**src/rtl/zion_pipe_ctrl_pkg.sv**
```systemverilog
// Shared types and constants for the zion pipeline flush controller.
// Holds the FSM state type and the statistics counter width.
package zion_pipe_ctrl_pkg;
  typedef enum logic {
    RUN   = 1'b0,
    FLUSH = 1'b1
  } state_e;

  localparam int STAT_W = 16;
  localparam int CNT_W  = 8;
endpackage

```
**src/rtl/zion_pipe_flush_ctrl_dff.sv**
```systemverilog
// Register bank with async reset, sync clear and load enable.
// Reset and clear both return the bank to INI_DATA.
module ZionBasicCircuitLib_ClrRapDff #(
  parameter int               WIDTH    = 1,
  parameter logic [WIDTH-1:0] INI_DATA = '0
) (
  input  logic             clk,
  input  logic             rst,
  input  logic             iClr,
  input  logic             iEn,
  input  logic [WIDTH-1:0] iD,
  output logic [WIDTH-1:0] oQ
);
  always_ff @(posedge clk or posedge rst) begin
    if (rst)
      oQ <= INI_DATA;
    else if (iClr)
      oQ <= INI_DATA;
    else if (iEn)
      oQ <= iD;
  end
endmodule

```
**src/rtl/zion_pipe_flush_ctrl.sv**
```systemverilog
// Valid/ready pipeline sequencer with flush and stage-clear sequencing.
// Optional statistics counters under ZION_PIPE_FLUSH_CTRL_STAT_EN.
module zion_pipe_flush_ctrl
  import zion_pipe_ctrl_pkg::*;
#(
  parameter int STAGES    = 4,
  parameter int FLUSH_CYC = 2
) (
  input  logic                       clk,
  input  logic                       rst,
  input  logic                       iInVld,
  output logic                       oInRdy,
  output logic                       oOutVld,
  input  logic                       iOutRdy,
  input  logic                       iFlush,
  output logic [STAGES-1:0]          oStgEn,
  output logic [STAGES-1:0]          oStgClr,
  output logic [$clog2(STAGES+1)-1:0] oOcc,
`ifdef ZION_PIPE_FLUSH_CTRL_STAT_EN
  output logic [STAT_W-1:0]          oFlushCnt,
  output logic [STAT_W-1:0]          oStallCnt,
`endif
  output logic                       oBusy
);
  localparam int OW = $clog2(STAGES+1);
  localparam logic [CNT_W-1:0] CNT_INI = CNT_W'(FLUSH_CYC-1);

  if (STAGES < 1 || FLUSH_CYC < 1) begin : g_param_err
    initial begin
      $error("zion_pipe_flush_ctrl: illegal STAGES or FLUSH_CYC");
`ifdef CHECK_ERR_EXIT
      $finish;
`endif
    end
  end

  state_e             r_state, w_state_nxt;
  logic [CNT_W-1:0]   r_cnt, w_cnt_nxt;
  logic [STAGES-1:0]  w_vld, w_vld_nxt;
  logic [STAGES:0]    w_rdy;
  logic               w_flush_run;
  logic               w_clr;
  logic [OW-1:0]      w_occ;

  assign w_flush_run = (r_state == RUN) && iFlush;
  assign w_clr       = w_flush_run || (r_state == FLUSH);

  // running variable keeps the chain free of vector self-dependence
  always_comb begin
    logic w_acc;
    w_acc = iOutRdy;
    w_rdy[STAGES] = iOutRdy;
    for (int i = STAGES-1; i >= 0; i--) begin
      w_acc = !w_vld[i] || w_acc;
      w_rdy[i] = w_acc;
    end
  end

  always_comb begin
    w_vld_nxt[0] = w_rdy[0] ? iInVld : w_vld[0];
    for (int i = 1; i < STAGES; i++)
      w_vld_nxt[i] = w_rdy[i] ? w_vld[i-1] : w_vld[i];
  end

  ZionBasicCircuitLib_ClrRapDff #(
    .WIDTH    (STAGES),
    .INI_DATA ('0)
  ) u_vld (
    .clk  (clk),
    .rst  (rst),
    .iClr (w_clr),
    .iEn  (1'b1),
    .iD   (w_vld_nxt),
    .oQ   (w_vld)
  );

  always_ff @(posedge clk or posedge rst) begin
    if (rst) begin
      r_state <= FLUSH;
      r_cnt   <= CNT_INI;
    end else begin
      r_state <= w_state_nxt;
      r_cnt   <= w_cnt_nxt;
    end
  end

  always_comb begin
    w_state_nxt = r_state;
    w_cnt_nxt   = r_cnt;
    unique case (r_state)
      RUN: begin
        if (iFlush) begin
          w_state_nxt = FLUSH;
          w_cnt_nxt   = CNT_INI;
        end
      end
      FLUSH: begin
        if (iFlush)
          w_cnt_nxt = CNT_INI;
        else if (r_cnt == '0)
          w_state_nxt = RUN;
        else
          w_cnt_nxt = r_cnt - 1'b1;
      end
      default: ;
    endcase
  end

  always_comb begin
    oInRdy  = 1'b0;
    oOutVld = 1'b0;
    oStgEn  = '0;
    oStgClr = '1;
    oBusy   = (r_state == FLUSH);
    if (r_state == RUN && !iFlush) begin
      oInRdy  = w_rdy[0];
      oOutVld = w_vld[STAGES-1];
      oStgEn  = w_rdy[STAGES-1:0];
      oStgClr = '0;
    end
  end

  always_comb begin
    w_occ = '0;
    for (int i = 0; i < STAGES; i++)
      w_occ = w_occ + OW'(w_vld[i]);
  end
  assign oOcc = w_occ;

`ifdef ZION_PIPE_FLUSH_CTRL_STAT_EN
  logic [STAT_W-1:0] r_flush_cnt;
  logic [STAT_W-1:0] r_stall_cnt;
  localparam logic [STAT_W-1:0] ONE = STAT_W'(1);

  always_ff @(posedge clk or posedge rst) begin
    if (rst) begin
      r_flush_cnt <= '0;
      r_stall_cnt <= '0;
    end else begin
      if (w_flush_run && r_flush_cnt != '1)
        r_flush_cnt <= r_flush_cnt + ONE;
      if (oOutVld && !iOutRdy && r_stall_cnt != '1)
        r_stall_cnt <= r_stall_cnt + ONE;
    end
  end
  assign oFlushCnt = r_flush_cnt;
  assign oStallCnt = r_stall_cnt;
`endif
endmodule
```
**config.mk**
```make
export PLATFORM = sky130hd
export DESIGN_NAME = zion_pipe_flush_ctrl
export DESIGN_NICKNAME = d
export VERILOG_FILES = /design/src/rtl/zion_pipe_ctrl_pkg.sv /design/src/rtl/zion_pipe_flush_ctrl_dff.sv /design/src/rtl/zion_pipe_flush_ctrl.sv
export SDC_FILE = /design/constraint.sdc
export NUM_CORES = 1
export LEC_CHECK = 0
export CAP_MARGIN = 20
export CORE_MARGIN = 3
export CORE_UTILIZATION = 45
export DETAILED_ROUTE_END_ITERATION = 16
export PLACE_DENSITY = 0.71
export SLEW_MARGIN = 25
export SYNTH_ARGS = -nofsm -noshare
export SYNTH_HDL_FRONTEND = slang
export SYNTH_SLANG_ARGS = --single-unit
export TNS_END_PERCENT = 50
```
**constraint.sdc**
```tcl
create_clock -name clk -period 2.6 [get_ports clk]
set_input_delay 0.26 -clock clk [delete_from_list [all_inputs] [get_ports clk]]
set_output_delay 0.26 -clock clk [all_outputs]
set_load 0.03 [all_outputs]
```
======== Yosys cells after proc, flatten, opt, wreduce, memory -nomap -nowiden ========
Index checks and enable logic that the tools add are counted.
W data, S select, Z words.
word-level totals
  memory bits (writable) .................. 0
  latch bits .............................. 0
  word-level logic and storage cells ...... 48
  ROM bits ................................ 0
  memories kept ........................... 0
  output and inout port bits .............. 14
  input bits .............................. 5
  register bits ........................... 13
operators by class
  bitwise operators ....................... 1
  multiply operators ...................... 0
  reductions and logical operators ........ 18
  div/mod/pow operators ................... 0
  multiplexer cells ....................... 17
  eq/ne operators ......................... 2
  shifts and indexed selects .............. 0
  add/subtract/negate cells ............... 4
  order comparisons ....................... 0
operator list
  cell                   number
  $mux W8                3
  $pmux W8 S2            1
  $mux W4                3
  $mux W1                9
  $logic_not A8 Y1       1
  $reduce_bool A2 Y1     4
  $sub A8 B1 Y8 const B  1
  $logic_not A1 Y1       5
  $logic_or A1 B1 Y1     5
  $add A2 B1 Y3          1
  $add A3 B1 Y3          1
  $ne A3 B3 Y1 const B   1
  $add A1 B1 Y2          1
  $logic_and A1 B1 Y1    2
  $ne A2 B2 Y1 const B   1
  $pmux W1 S2            1
  $reduce_and A2 Y1      1
  $not A1 Y1             1

======== Longest topological paths before layout ========
  depth after elaboration ................. 7
  mapped depth ............................ 5
  depth with buffers taken out ............ 5

======== Modules after synthesis ========
From an unflattened synthesis, not the netlist that was laid out.
unflattened totals
  cell total of the unflattened synthesis .. 93
  area total of the unflattened synthesis .. 844.6 um^2
by module, submodules not included
  module                         area each (um^2)  sequential area each (um^2)  times used  cells an instance
  zion_pipe_flush_ctrl           680.7             227.7                        1           79
  ZionBasicCircuitLib_ClrRapDff  163.9             100.1                        1           14

======== Worst setup path before layout ========
OpenSTA, ideal clock, no wires.
  path type ............................... reg-to-output
  from .................................... register r_state (netlist: oBusy)
  to ...................................... output oStgEn[0]
  path buffers ............................ 2
  path slack .............................. 0.468 ns
  data arrival time ....................... 1.872 ns
  data required time ...................... 2.340 ns
  stages on the path, launching flop included .. 5
  path through ............................ dfstp_2 -> or2_1 -> clkbuf_1 -> a21oi_1 -> buf_4
on the way
  cells in the longest elaborated chain, start to end .. 3
ends and longest elaborated chain
  item                    RTL line                     source
  from (decl)             zion_pipe_flush_ctrl.sv:37   state_e r_state, w_state_nxt;
  from (signal assigned)  zion_pipe_flush_ctrl.sv:82   r_state <= w_state_nxt;
  $not A1 Y1              n/a
  $logic_and A1 B1 Y1     zion_pipe_flush_ctrl.sv:115  if (r_state == RUN && !iFlush) begin
  $mux W4                 zion_pipe_flush_ctrl.sv:115
  to (decl)               zion_pipe_flush_ctrl.sv:16   output logic [STAGES-1:0] oStgEn,
No other way between the ends.

======== Worst setup path after layout ========
  from .................................... register u_vld.oQ[0]
  to ...................................... output oOcc[0]
on the way
  cells in the longest elaborated chain, start to end .. 3
ends and longest elaborated chain
  item                    RTL line                        source
  from (decl)             zion_pipe_flush_ctrl_dff.sv:12  output logic [WIDTH-1:0] oQ
  from (signal assigned)  zion_pipe_flush_ctrl_dff.sv:20  oQ <= iD;
  $add A1 B1 Y2           zion_pipe_flush_ctrl.sv:126     w_occ = w_occ + OW'(w_vld[i]);
  $add A2 B1 Y3           zion_pipe_flush_ctrl.sv:126
  $add A3 B1 Y3           zion_pipe_flush_ctrl.sv:126
  to (decl)               zion_pipe_flush_ctrl.sv:18      output logic [$clog2(STAGES+1)-1:0] oOcc,
No other way between the ends.

==> results.toml <==
[cells_and_area]
final-instance-count-excl-fill = 118
ff_latch_area_um2 = 328
drive_gt1_frac = 0.0784
finalNetCount = 113
multi_input_area_um2 = 364
nFillCells = 144
syn_to_final_growth_pct = 24.5
diodes = 0
final_core_util = 0.620

[synthesis]
async_flop_share = 1.00
synth_nets = 96
synth-seq-cells = 13
ys_warn_count = 0
synthTopCellsByCount = "nor2_1 (14), dfrtp_1 (11), inv_1 (11)"
post-synth-top-count-cell = "nor2_1"
synth.distinct_cells = 29
syn_area_um2 = 776
syn-instance-count = 86
seq_area_frac_synth = 0.423
synth_edf_count = 0
synth_ff_type = "dfrtp_1"
synthTopCellsByArea = "dfrtp_1 (35%), dfstp_2 (6.8%), nor2_1 (6.8%)"
syn_area_per_cell_um2 = 9.02
synth_area_leader_cell = "dfrtp_1"
synth.top_cell.area_share = 0.355

[placement]
gp_congestion = 0.830
dpl.cell_count = 114
hpwl_mm = 1.18
portBuffers = 18

[route]
avgRoutedWirePerCell_um = 13.6
num_vias = 640
drc = 0
firstDrtPassIters = 4
totalWireLength_mm = 1.60
drt_iter0_drc = 7
via_per_inst = 5.42
ant_nets = 0

[die]
pin_count = 19
die_x_um = 47.5
initial_core_util = 0.498
coreArea_um2 = 1560
std_cell_rows = 14
die_h_um = 47.5
dieArea_um2 = 2260

[global_routing]
grt_pass1_vias = 591
grt-busiest-layer = "met2"
track_usage = 0.167
use_met2 = 0.278
use_met3 = 0.0451
antenna_found_initial = 0
grt_max_degree = 14
grt.met1_usage = 0.202
grt_pass1_wl_mm = 2.57
grt_overflow = 0

[timing]
setup-tns-final_ns = 0
setup_viol = 0
maxSlewHeadroom = 0.671
finClkSkew_ns = 0.000860
fmax_ghz = 0.405
worst_pin_slew_ns = 0.494
hold_viol_final = 0
maxSlewViolCount = 0
timing.final.crit_period_ns = 2.47
period_share = 0.951
rsz0062_at_grt = "false"

[clock_network]
clock_path_buffers = 2
cts_resized = 1
h-tree-depth = 1
clock_latency_ns = 0.27
cts.hold.buffers_added = 0
cts_buffers = 3
cts_sinks = 13
clockRootBuffer = "clkbuf_4"
postCtsSetupRepairBufs = 0
path_clk_slew_ns = 0.08
cts_tree = "yes"

[setup_path]
path_class = "reg -> out"
crit_path_start = "u_vld.oQ[0]$_DFFE_PP0P_"
path_max_fanout = 4
critPathLaunchType = "flip-flop"
crit_path_end_kind = "output port"
r2r_start = "r_cnt[2]$_DFFE_PP0P_"
worstPathRequired_ns = 2.34
crit_top_cell = "inv_1"
path_cells = "inv_1, fa_1, inv_1, ha_1, clkdlybuf4s50_1"
critPathSlowestCell = "clkdlybuf4s50_1"
cp.arrival_ns = 2.21
slowest_delay_ns = 0.66

[power_and_ir_drop]
p_total_mw = 1.03
p_per_area_nw_per_um2 = 1060
ir_drop_uv = 578
power_leakage_nw = 0.448

[min_path]
hold_class = "in -> async"

[job]
maxCapViolCount = 0

[run_status]
outcome = "finished clean"
-- kinds of logic after synthesis --
family,after synthesis,share of synthesized area
DFF,13,0.423
AOI/OAI and AO/OA,18,0.147
muxes,2,0.0274
buffers and inverters,18,0.108
adders and majority gates,5,0.0903
and+or+nand+nor,30,0.205
-- layout make-up --
cell class / instances / share of cell area
timing repair buffer: 19 / 0.193
multi-input combinational: 55 / 0.377
tap: 16 / 0.0207
sequential: 13 / 0.339
clock buffer: 4 / 0.0272
inverter: 11 / 0.0427
-- metrics by stage --
| stage | instance area (µm²) | setup slack, ns | hold slack (ns) |
|---|---|---|---|
| after floorplan | 776 | 0.468 | 0.136 |
| after detailed placement | 941 | 0.242 | 0.513 |
| after global routing | 966 | 0.0154 | 0.330 |
| final | 966 | 0.128 | 0.297 |
| after global placement | 941 | 0.289 | 0.503 |
| after CTS | 966 | 0.109 | 0.317 |
-- state kept, by name (all words and copies together) (netlist names) --
name	cells
r_cnt	8
oBusy	1
u_vld.oQ	4
-- metal layers --
layer / part of all wire / vias up / wire length (µm)
met4: 0.013 / 0 / 21
met5: 0 / - / 0
met3: 0.020 / 4 / 32
li1: - / 323 / -
met1: 0.46 / 302 / 737
met2: 0.51 / 11 / 808
-- where the power goes --
group,total (mW),internal [mW],switching [mW]
clock,0.127,0.0595,0.0678
combinational,0.552,0.226,0.326
sequential,0.350,0.278,0.0713
total,1.03,0.564,0.465
-- worst paths after layout --
check	endpoint	slack, ns	depth (start not counted)
min in group clk	u_vld.oQ[2]$_DFFE_PP0P_	0.53	2
max in group asynchronous	oBusy$_DFF_PP1_	1.95	2
setup / recovery	oOcc[0]	0.13	5
hold / removal	r_cnt[1]$_DFFE_PP0P_	0.30	2
hold reg to reg	u_vld.oQ[2]$_DFFE_PP0P_	0.53	2
setup reg to reg	r_cnt[1]$_DFFE_PP0P_	0.65	3
-- worst max-delay path: cells and delay by family (launching register included) --
kind	cells	cell delay, ns
fa+ha+maj	2	0.76
buf+inv	3	0.77
flops	1	0.40
-- cell usage in the layout, fill, tap and decap left out --
| master | synthesis | layout |
|---|---|---|
| clkbuf_4 | 0 | 3 |
| buf_4 | 4 | 1 |
| or2_2 | 1 | 1 |
| or2_1 | 1 | 1 |
| clkdlybuf4s50_1 | 0 | 17 |
| and4b_1 | 1 | 1 |
| or3_1 | 2 | 2 |
| nor2b_1 | 2 | 2 |
| fa_1 | 1 | 1 |
| o311ai_1 | 1 | 1 |
| nor3b_1 | 1 | 1 |
| a211o_1 | 1 | 1 |
| a21oi_1 | 8 | 8 |
| or3b_2 | 1 | 1 |
| nand2_1 | 3 | 3 |
| o31ai_1 | 1 | 1 |
| o21ai_1 | 3 | 3 |
| mux2_1 | 1 | 1 |
| or3b_1 | 1 | 1 |
| clkbuf_1 | 2 | 1 |
| o211ai_1 | 1 | 1 |
| ha_1 | 4 | 4 |
| or4_1 | 3 | 3 |
| o41ai_1 | 2 | 2 |
| dfstp_2 | 2 | 2 |
| dlygate4sd2_1 | 0 | 1 |
| dfrtp_1 | 11 | 11 |
| mux2i_1 | 1 | 1 |
| o2111ai_1 | 1 | 1 |
| inv_1 | 11 | 11 |
| nor2_1 | 14 | 14 |
(Power assumes the default switching activity.)
